## config.mk

```make
export PLATFORM = sky130hd
export DESIGN_NAME = pc_sequencer_flat
export DESIGN_NICKNAME = d
export VERILOG_FILES = /design/src/rtl/pc_sequencer_pkg.sv /design/src/rtl/pc_sequencer_if.sv /design/src/rtl/pc_sequencer_target_adder.sv /design/src/rtl/pc_sequencer.sv /design/src/flat_wrapper.sv
export SDC_FILE = /design/constraint.sdc
export NUM_CORES = 1
export LEC_CHECK = 0
export CORE_MARGIN = 2
export CORE_UTILIZATION = 30
export CTS_BUF_LIST = sky130_fd_sc_hd__clkbuf_16
export DETAILED_ROUTE_END_ITERATION = 10
export HOLD_SLACK_MARGIN = 0.02
export PLACE_DENSITY = 0.59
export SYNTH_ARGS = -nofsm -noshare
export SYNTH_HDL_FRONTEND = slang
export SYNTH_SLANG_ARGS = --single-unit
```

## constraint.sdc

```tcl
create_clock -name clk -period 3.6 [get_ports clk]
set_input_delay 0.72 -clock clk [delete_from_list [all_inputs] [get_ports clk]]
set_output_delay 0.72 -clock clk [all_outputs]
set_load 0.02 [all_outputs]
```

## src/rtl/pc_sequencer_pkg.sv

```systemverilog
// Shared PC-path constants and types used by the sequencer, control unit and ALU.
package pc_sequencer_pkg;

  localparam int unsigned PC_W_DEF         = 32;
  localparam int unsigned OFFSET_W_DEF     = 8;
  localparam int unsigned SHIFT_DEF        = 2;
  localparam int unsigned STEP_DEF         = 4;
  localparam int unsigned RESET_VECTOR_DEF = 0;
  localparam int unsigned CNT_W_DEF        = 8;

  // IDLE: no buffered redirect. PEND: a redirect target waits for busywait to drop.
  typedef enum logic {
    ST_IDLE = 1'b0,
    ST_PEND = 1'b1
  } pc_state_e;

endpackage

```

## src/rtl/pc_sequencer_if.sv

```systemverilog
// Bundle between the PC sequencer and its environment (control unit, ALU flag, I-cache).
interface pc_sequencer_if
  import pc_sequencer_pkg::*;
#(
  parameter int unsigned PC_W     = PC_W_DEF,
  parameter int unsigned OFFSET_W = OFFSET_W_DEF,
  parameter int unsigned CNT_W    = CNT_W_DEF
);

  // Flow control: there is no valid/ready pair; busywait=1 means the memory
  // side cannot accept a new address, so pc must hold on that edge. A redirect
  // (branch_taken|jump) is qualified only by the edge at which it is sampled.
  logic                busywait;
  logic                branch_taken;
  logic                jump;
  logic [OFFSET_W-1:0] offset;
  logic [PC_W-1:0]     pc;
  logic [PC_W-1:0]     pc_next_seq;
  logic                redirect_pending;
  logic                target_wrap;
  logic [CNT_W-1:0]    stall_cycles;

  modport master (
    input  busywait, branch_taken, jump, offset,
    output pc, pc_next_seq, redirect_pending, target_wrap, stall_cycles
  );

  modport slave (
    output busywait, branch_taken, jump, offset,
    input  pc, pc_next_seq, redirect_pending, target_wrap, stall_cycles
  );

endinterface

```

## src/rtl/pc_sequencer_target_adder.sv

```systemverilog
// Combinational branch/jump target: pc + step + (sign-extended offset << shift), with wrap flag.
module pc_sequencer_target_adder
  import pc_sequencer_pkg::*;
#(
  parameter int unsigned PC_W     = PC_W_DEF,
  parameter int unsigned OFFSET_W = OFFSET_W_DEF,
  parameter int unsigned SHIFT    = SHIFT_DEF,
  parameter int unsigned STEP     = STEP_DEF
) (
  input  logic [PC_W-1:0]     pc,
  input  logic [OFFSET_W-1:0] offset,
  output logic [PC_W-1:0]     target,
  output logic                wrap
);

  // Two guard bits hold the true signed sum: 01 = overflow past 2^PC_W, 11 = below zero.
  localparam int unsigned W2 = PC_W + 2;

  logic [W2-1:0] off_ext;
  logic [W2-1:0] sum;

  assign off_ext = {{(W2 - OFFSET_W){offset[OFFSET_W-1]}}, offset} << SHIFT;
  assign sum     = {2'b00, pc} + W2'(STEP) + off_ext;
  assign target  = sum[PC_W-1:0];
  assign wrap    = |sum[W2-1:PC_W];

endmodule

```

## src/rtl/pc_sequencer.sv

```systemverilog
// PC register, sequential incrementer and stall-tolerant redirect buffer.
module pc_sequencer
  import pc_sequencer_pkg::*;
#(
  parameter int unsigned PC_W         = PC_W_DEF,
  parameter int unsigned OFFSET_W     = OFFSET_W_DEF,
  parameter int unsigned SHIFT        = SHIFT_DEF,
  parameter int unsigned STEP         = STEP_DEF,
  parameter int unsigned RESET_VECTOR = RESET_VECTOR_DEF,
  parameter int unsigned CNT_W        = CNT_W_DEF
) (
  input  logic                  clk,
  input  logic                  reset,
  pc_sequencer_if.master        bus,
  output pc_state_e             state_dbg
);

  pc_state_e        state_q, state_d;
  logic [PC_W-1:0]  pc_q, pc_d;
  logic [PC_W-1:0]  pend_tgt_q, pend_tgt_d;
  logic             pend_wrap_q, pend_wrap_d;
  logic             wrap_q, wrap_d;
  logic [CNT_W-1:0] cnt_q, cnt_d;

  logic [PC_W-1:0]  target;
  logic             tgt_wrap;
  logic [PC_W-1:0]  pc_seq;
  logic [CNT_W-1:0] cnt_sat;
  logic             redirect;

  pc_sequencer_target_adder #(
    .PC_W     (PC_W),
    .OFFSET_W (OFFSET_W),
    .SHIFT    (SHIFT),
    .STEP     (STEP)
  ) u_target_adder (
    .pc     (pc_q),
    .offset (bus.offset),
    .target (target),
    .wrap   (tgt_wrap)
  );

  assign redirect = bus.branch_taken | bus.jump;
  assign pc_seq   = pc_q + PC_W'(STEP);
  assign cnt_sat  = (cnt_q == '1) ? cnt_q : cnt_q + CNT_W'(1);

  always_comb begin
    state_d     = state_q;
    pc_d        = pc_q;
    pend_tgt_d  = pend_tgt_q;
    pend_wrap_d = pend_wrap_q;
    wrap_d      = wrap_q;
    cnt_d       = cnt_q;
    case (state_q)
      ST_IDLE: begin
        if (bus.busywait) begin
          cnt_d = cnt_sat;
          if (redirect) begin
            pend_tgt_d  = target;
            pend_wrap_d = tgt_wrap;
            state_d     = ST_PEND;
          end
        end else begin
          cnt_d = '0;
          if (redirect) begin
            pc_d   = target;
            wrap_d = tgt_wrap;
          end else begin
            pc_d = pc_seq;
          end
        end
      end
      ST_PEND: begin
        // First captured target wins; live redirect inputs are ignored here.
        if (bus.busywait) begin
          cnt_d = cnt_sat;
        end else begin
          pc_d    = pend_tgt_q;
          wrap_d  = pend_wrap_q;
          cnt_d   = '0;
          state_d = ST_IDLE;
        end
      end
      default: state_d = ST_IDLE;
    endcase
  end

  always_ff @(posedge clk) begin
    if (reset) begin
      state_q     <= ST_IDLE;
      pc_q        <= PC_W'(RESET_VECTOR);
      pend_tgt_q  <= '0;
      pend_wrap_q <= 1'b0;
      wrap_q      <= 1'b0;
      cnt_q       <= '0;
    end else begin
      state_q     <= state_d;
      pc_q        <= pc_d;
      pend_tgt_q  <= pend_tgt_d;
      pend_wrap_q <= pend_wrap_d;
      wrap_q      <= wrap_d;
      cnt_q       <= cnt_d;
    end
  end

  assign bus.pc               = pc_q;
  assign bus.pc_next_seq      = pc_seq;
  assign bus.redirect_pending = (state_q == ST_PEND);
  assign bus.target_wrap      = wrap_q;
  assign bus.stall_cycles     = cnt_q;
  assign state_dbg            = state_q;

endmodule

```

## src/flat_wrapper.sv

```systemverilog
// flat-port wrapper written by rule: the top's interface ports become plain ports
module pc_sequencer_flat import pc_sequencer_pkg::*;
#(
  parameter int unsigned PC_W         = PC_W_DEF,
  parameter int unsigned OFFSET_W     = OFFSET_W_DEF,
  parameter int unsigned SHIFT        = SHIFT_DEF,
  parameter int unsigned STEP         = STEP_DEF,
  parameter int unsigned RESET_VECTOR = RESET_VECTOR_DEF,
  parameter int unsigned CNT_W        = CNT_W_DEF
)
  (clk, reset, state_dbg, bus_busywait, bus_branch_taken, bus_jump, bus_offset, bus_pc, bus_pc_next_seq, bus_redirect_pending, bus_target_wrap, bus_stall_cycles);
  pc_sequencer_if #(.PC_W(PC_W), .OFFSET_W(OFFSET_W), .CNT_W(CNT_W)) bus_i ();
  input  logic clk;
  input  logic reset;
  output pc_state_e state_dbg;
  input wire logic [$bits(bus_i.busywait)-1:0] bus_busywait;
  input wire logic [$bits(bus_i.branch_taken)-1:0] bus_branch_taken;
  input wire logic [$bits(bus_i.jump)-1:0] bus_jump;
  input wire logic [$bits(bus_i.offset)-1:0] bus_offset;
  output wire logic [$bits(bus_i.pc)-1:0] bus_pc;
  output wire logic [$bits(bus_i.pc_next_seq)-1:0] bus_pc_next_seq;
  output wire logic [$bits(bus_i.redirect_pending)-1:0] bus_redirect_pending;
  output wire logic [$bits(bus_i.target_wrap)-1:0] bus_target_wrap;
  output wire logic [$bits(bus_i.stall_cycles)-1:0] bus_stall_cycles;
  assign bus_i.busywait = bus_busywait;
  assign bus_i.branch_taken = bus_branch_taken;
  assign bus_i.jump = bus_jump;
  assign bus_i.offset = bus_offset;
  assign bus_pc = bus_i.pc;
  assign bus_pc_next_seq = bus_i.pc_next_seq;
  assign bus_redirect_pending = bus_i.redirect_pending;
  assign bus_target_wrap = bus_i.target_wrap;
  assign bus_stall_cycles = bus_i.stall_cycles;
  pc_sequencer #(.PC_W(PC_W), .OFFSET_W(OFFSET_W), .SHIFT(SHIFT), .STEP(STEP), .RESET_VECTOR(RESET_VECTOR), .CNT_W(CNT_W)) u_core (.clk(clk), .reset(reset), .bus(bus_i), .state_dbg(state_dbg));
endmodule
```

# == After elaboration in Yosys (flattened, before gate mapping) ==
# Index checks and enable logic that the tools add are counted.
# classes
add_sub_neg,4
eq_ne,5
muxes,14
bitwise_logic,2
reduce_logical,4
# ops
operator,n
2-to-1 mux 32 bit,3
case mux 32 bit (2 select lines),1
adder 33 x 34 -> 34 bit,1
adder 32 x 3 -> 33 bit (second input constant),1
adder 32 x 3 -> 32 bit (second input constant),1
2-to-1 mux 8 bit,2
adder 8 x 1 -> 8 bit (second input constant),1
equality test 8 bit (second input constant),1
2-to-1 mux 1 bit,6
inequality test 2 bit (second input constant),3
AND reduction 3 bit,2
case mux 1 bit (2 select lines),2
inequality test 2 x 1 -> 1 bit (second input constant),1
AND reduction 2 bit,1
OR reduction 2 bit,1
inverter 1 bit,1
OR 1 bit,1
# totals
regBits,75
inputBits,13

# == Longest topological paths before layout ==
# depth
word_depth,6
ltp_mapped,15
ltp_nobuf,15

# == Modules after synthesis ==
# From an unflattened synthesis, not the netlist that was laid out.
# unflattened
cells_unflattened,805
hier_area_um2,6214.7
# modules_own_cells
module,n_inst,cells_each,area_each_um2,seq_area_each_um2
pc_sequencer,1,547,4142.7,1501.4
pc_sequencer_target_adder,1,258,2072.0,0.0

# == Worst setup path after synthesis ==
# OpenSTA, ideal clock, no wires.
# synth_timing
path_kind,input to register
from,in bus_offset[7]
to,"reg u_core.pc_q[28], in the netlist u_core.bus.pc[28]"
setup_time_ns,0.095
t_arrival_ns,3.233
required_time_ns,3.505
setup_slack_ns,0.271
stages,11
n_path_buf,0
cell_sequence,ha_1 ha_1 a2111o_1 o21ai_4 o21bai_1 a31o_1 a211oi_1 o21ai_1 xor2_1 nand2_1 a221oi_1
# synth_between
elab_chain_cells,4
# synth_rtl
element,line,text
"start, declared",flat_wrapper.sv:19,input wire logic [$bits(bus_i.offset)-1:0] bus_offset;
adder 33 x 34 -> 34 bit,pc_sequencer_target_adder.sv:23,"assign sum = {2'b00, pc} + W2'(STEP) + off_ext;"
2-to-1 mux 32 bit,pc_sequencer.sv:65,if (redirect) begin
2-to-1 mux 32 bit,pc_sequencer.sv:56,if (bus.busywait) begin
case mux 32 bit (2 select lines),pc_sequencer.sv:54,case (state_q)
"end signal, assigned",pc_sequencer.sv:91,pc_q <= PC_W'(RESET_VECTOR);
"end signal, assigned",pc_sequencer.sv:98,pc_q <= pc_d;
"end, declared",pc_sequencer.sv:19,"logic [PC_W-1:0] pc_q, pc_d;"
# Every way passes these cells. The select of a mux whose other input is x is not followed.
# A chain may end at the register's enable or synchronous reset.

# == Worst setup path after layout ==
# layout_timing
from,"reg u_core.pc_q[8], in the netlist u_core.bus.pc[8]"
to,out bus_pc_next_seq[28]
# layout_between
elab_chain_cells,1
# layout_rtl
element,line,text
adder 32 x 3 -> 32 bit,pc_sequencer.sv:44,assign pc_seq = pc_q + PC_W'(STEP);
"end, declared",flat_wrapper.sv:21,output wire logic [$bits(bus_i.pc_next_seq)-1:0] bus_pc_next_seq;
# Every way passes these cells.

==> summary.txt <==
Floorplan
  – Site Rows: 50
  – Die X-Extent: 141 µm
  – Area of the die: 19800 µm²
  – Starting density of the core: 30.3%
  – Overall die height: 141 µm
  – I/O pin total: 88
  – Standard cell core area: 18500 µm²

Worst setup path
  – Ordered list of cells on the worst path: nand3_1, nor3_1, nand2_1, nor2_1, nand3_1, buf_4, or3_1, xnor2_2, dlygate4sd2_1
  – Worst Setup Path Type: reg -> out
  – Largest fanout of any net on the critical path: 4
  – Cell at the slowest stage of the critical path: sky130_fd_sc_hd__or3_1
  – Largest stage delay on the critical path: 0.37 ns
  – Crit path capture type: output port
  – Arrival time of data at the critical path endpoint: 2.75 ns
  – Data required time of the critical path: 2.88 ns
  – Worst path most repeated cell: sky130_fd_sc_hd__nand3_1
  – Sort of element at the start of the critical path: flip-flop

GRT
  – Antenna violations before repair: 0
  – Vias in the first global route: 5571
  – GRT Residual Overflow: 0
  – Maximum number of pins on one net before global-route repair: 49
  – Overall Global Routing Usage: 18.5%
  – Wire length of the first global-routing pass: 29.2 mm

Clock network
  – Clk Latency, worst-skew pair: 0.35 ns
  – Number of CTS-inserted buffers: 9
  – Clk sinks: 75
  – Clock tree buffer depth: 2
  – Clock Pin Slew Worst Setup and Hold Paths: 0.06 ns
  – Post-CTS Hold Fix Bufs: 0
  – CTS H-Tree Depth: 3
  – Library cell used as clock root buffer: sky130_fd_sc_hd__clkbuf_16
  – CTS tree: built

Final layout
  – Area growth from synthesis to final layout: 40.4%
  – Fraction of layout instances using a drive strength above 1: 20.5%
  – Fill count: 1861
  – Diode count: 0
  – Number of nets in the layout: 948
  – Core utilization of the finished layout: 42.5%

Run
  – Total of max-cap violations: 0

Synth
  – Syn. warnings: 0
  – Synthesized net count: 770
  – Number of enable-type register cells in the synthesized netlist: 0
  – Share of synthesized flip-flops with an asynchronous set or reset: 0%
  – Leading post-synthesis cells by cell area: sky130_fd_sc_hd__dfxtp_1, sky130_fd_sc_hd__ha_1, sky130_fd_sc_hd__a221oi_1, sky130_fd_sc_hd__nand2_1, sky130_fd_sc_hd__xnor2_1
  – Total of flip-flops plus latches after synthesis: 75
  – Gate Count Post-Synth: 694
  – Most numerous cell in the Yosys netlist: sky130_fd_sc_hd__nand2_1
  – Most frequent cells after synthesis: sky130_fd_sc_hd__nand2_1, sky130_fd_sc_hd__dfxtp_1, sky130_fd_sc_hd__ha_1
  – Distinct cell type count of the synthesized netlist: 63
  – Syn Std Cell Area: 5610 µm²
  – Area fraction of the dominant cell type after synthesis: 26.8%
  – Sequential cell area fraction in the yosys report: 26.8%
  – Top FF cell, synth: sky130_fd_sc_hd__dfxtp_1
  – Post-Synthesis Mean Instance Area: 8.08 µm²
  – Library cell with the largest summed area after synthesis: sky130_fd_sc_hd__dfxtp_1

Outcome
  – Status: complete, no violations

STA
  – Layout Skew: 0.0107 ns
  – Fraction of the cycle the final worst path needs: 96.4%
  – Hold Fails Final Rpt: 0
  – Actual transition at the worst max-transition pin: 1.01 ns
  – Highest clock rate: 288 MHz
  – Setup TNS: 0 ns
  – Setup violations, final: 0
  – Final Max Tran Viols: 0
  – Max-slew headroom: 32.2%
  – Hold Slack: 0.456 ns
  – Crit path time final: 3.47 ns

Power and ir drop
  – Power per Cell Area: 414 nW/µm²
  – Peak supply drop: 0.000240 V
  – Leakage power summed over all cells: 3.53 nW

Detailed routing
  – Count of nets left with antenna violations after detail routing: 0
  – Routed vias: 5680
  – Remaining design rule violation count: 0
  – First-pass iteration count of the detailed router: 7
  – Iteration-0 DRC count of the detailed router: 322
  – Vias per inst: 5.11
  – Wire length reported by the detailed router: 18.2 mm
  – Post-DR wirelength/cell: 16.3 µm

Place
  – Count of buffers from port buffering: 87
  – Hpwl dp: 13.3 mm
  – Placer Congestion: 0.912

Hold path
  – Class of the tightest hold or removal check: reg -> reg
[timing repair]
action	in CTS	in global routing
gates cloned	0	0
pin swaps	0	8
resized for setup	14	31
buffers inserted	0	5
setup endpoints to repair	16	37
[kinds of logic after synthesis]
group / count (synthesis) / share of synthesized area, %
buffers and inverters: 77 / 5.53
muxes: 3 / 0.535
AOI/OAI and AO/OA: 193 / 25.2
and+or+nand+nor: 227 / 18.9
adders and majority gates: 63 / 14.2
xor gates and xnor gates: 56 / 8.88
DFF: 75 / 26.8
[final cells by class]
class | count | area (µm²) | area share [%]
clock buffers | 9 | 225 | 2.86
multi-input cells | 542 | 3890 | 49.3
flip-flops and latches | 75 | 1500 | 19.1
clock inverters | 7 | 75.1 | 0.953
well taps | 234 | 293 | 3.72
repair buffers | 207 | 1760 | 22.3
inverters | 37 | 139 | 1.76
[routing by layer]
metal  GRT usage, %  routed length [µm]
met1           25.8                8890
met2           29.0                8120
met3           4.01                 923
met4           5.26                 220
met5              0                   0
[sequential cells by signal (all words and copies together), names as in the netlist]
signal                       flops
u_core.bus.pc                   32
u_core.pend_tgt_q               32
u_core.bus.stall_cycles          8
u_core.bus.redirect_pending      1
u_core.bus.target_wrap           1
u_core.pend_wrap_q               1
[worst paths after layout]
kind	from	endpoint	slack, ns	cells after the start
setup / recovery	u_core.bus.pc[8]	bus_pc_next_seq[28]	0.13	9
hold / removal	u_core.pend_tgt_q[24]	u_core.pend_tgt_q[24]	0.46	2
hold reg to reg	u_core.pend_tgt_q[24]	u_core.pend_tgt_q[24]	0.46	2
setup reg to reg	u_core.bus.pc[2]	u_core.bus.pc[31]	0.43	16
[power by group]
part | switching [mW] | internal (mW)
combinational | 0.713 | 0.632
clock | 0.398 | 0.541
sequential | 0.0651 | 0.908
total | 1.18 | 2.08
[cell usage in the layout (no fill, tap or decap), drive strengths merged, types with 15 or more instances in the layout]
| cell | instances |
|---|---|
| xor2 | 17 |
| clkdlybuf4s50 | 68 |
| a21o | 17 |
| buf | 122 |
| a21oi | 48 |
| nor2 | 46 |
| a221oi | 52 |
| nand2 | 101 |
| dfxtp | 75 |
| nor3 | 15 |
| ha | 62 |
| nand3 | 20 |
| xnor2 | 39 |
| inv | 39 |
| o21ai | 34 |
[critical path, delay by kind of cell, from the launching register on]
family / cells / cell delay (ns)
xor gates and xnor gates: 1 / 0.17
buffers and inverters: 2 / 0.57
DFF: 1 / 0.35
and+or+nand+nor: 6 / 1.31
[metrics by stage]
step / setup WS, ns / std cells / total power [mW] / instance area [µm²]
4_1_cts: 0.00539 / 1106 / 3.26 / 7780
5_1_grt: -0.0115 / 1111 / 3.46 / 7880
2_1_floorplan: 0.271 / 694 / 1.74 / 5610
6_report: 0.131 / 1111 / 3.26 / 7880
3_3_place_gp: -0.402 / 1090 / 2.30 / 7470
3_5_place_dp: -0.416 / 1090 / 2.31 / 7470
Power figures use the tool's default switching activity.
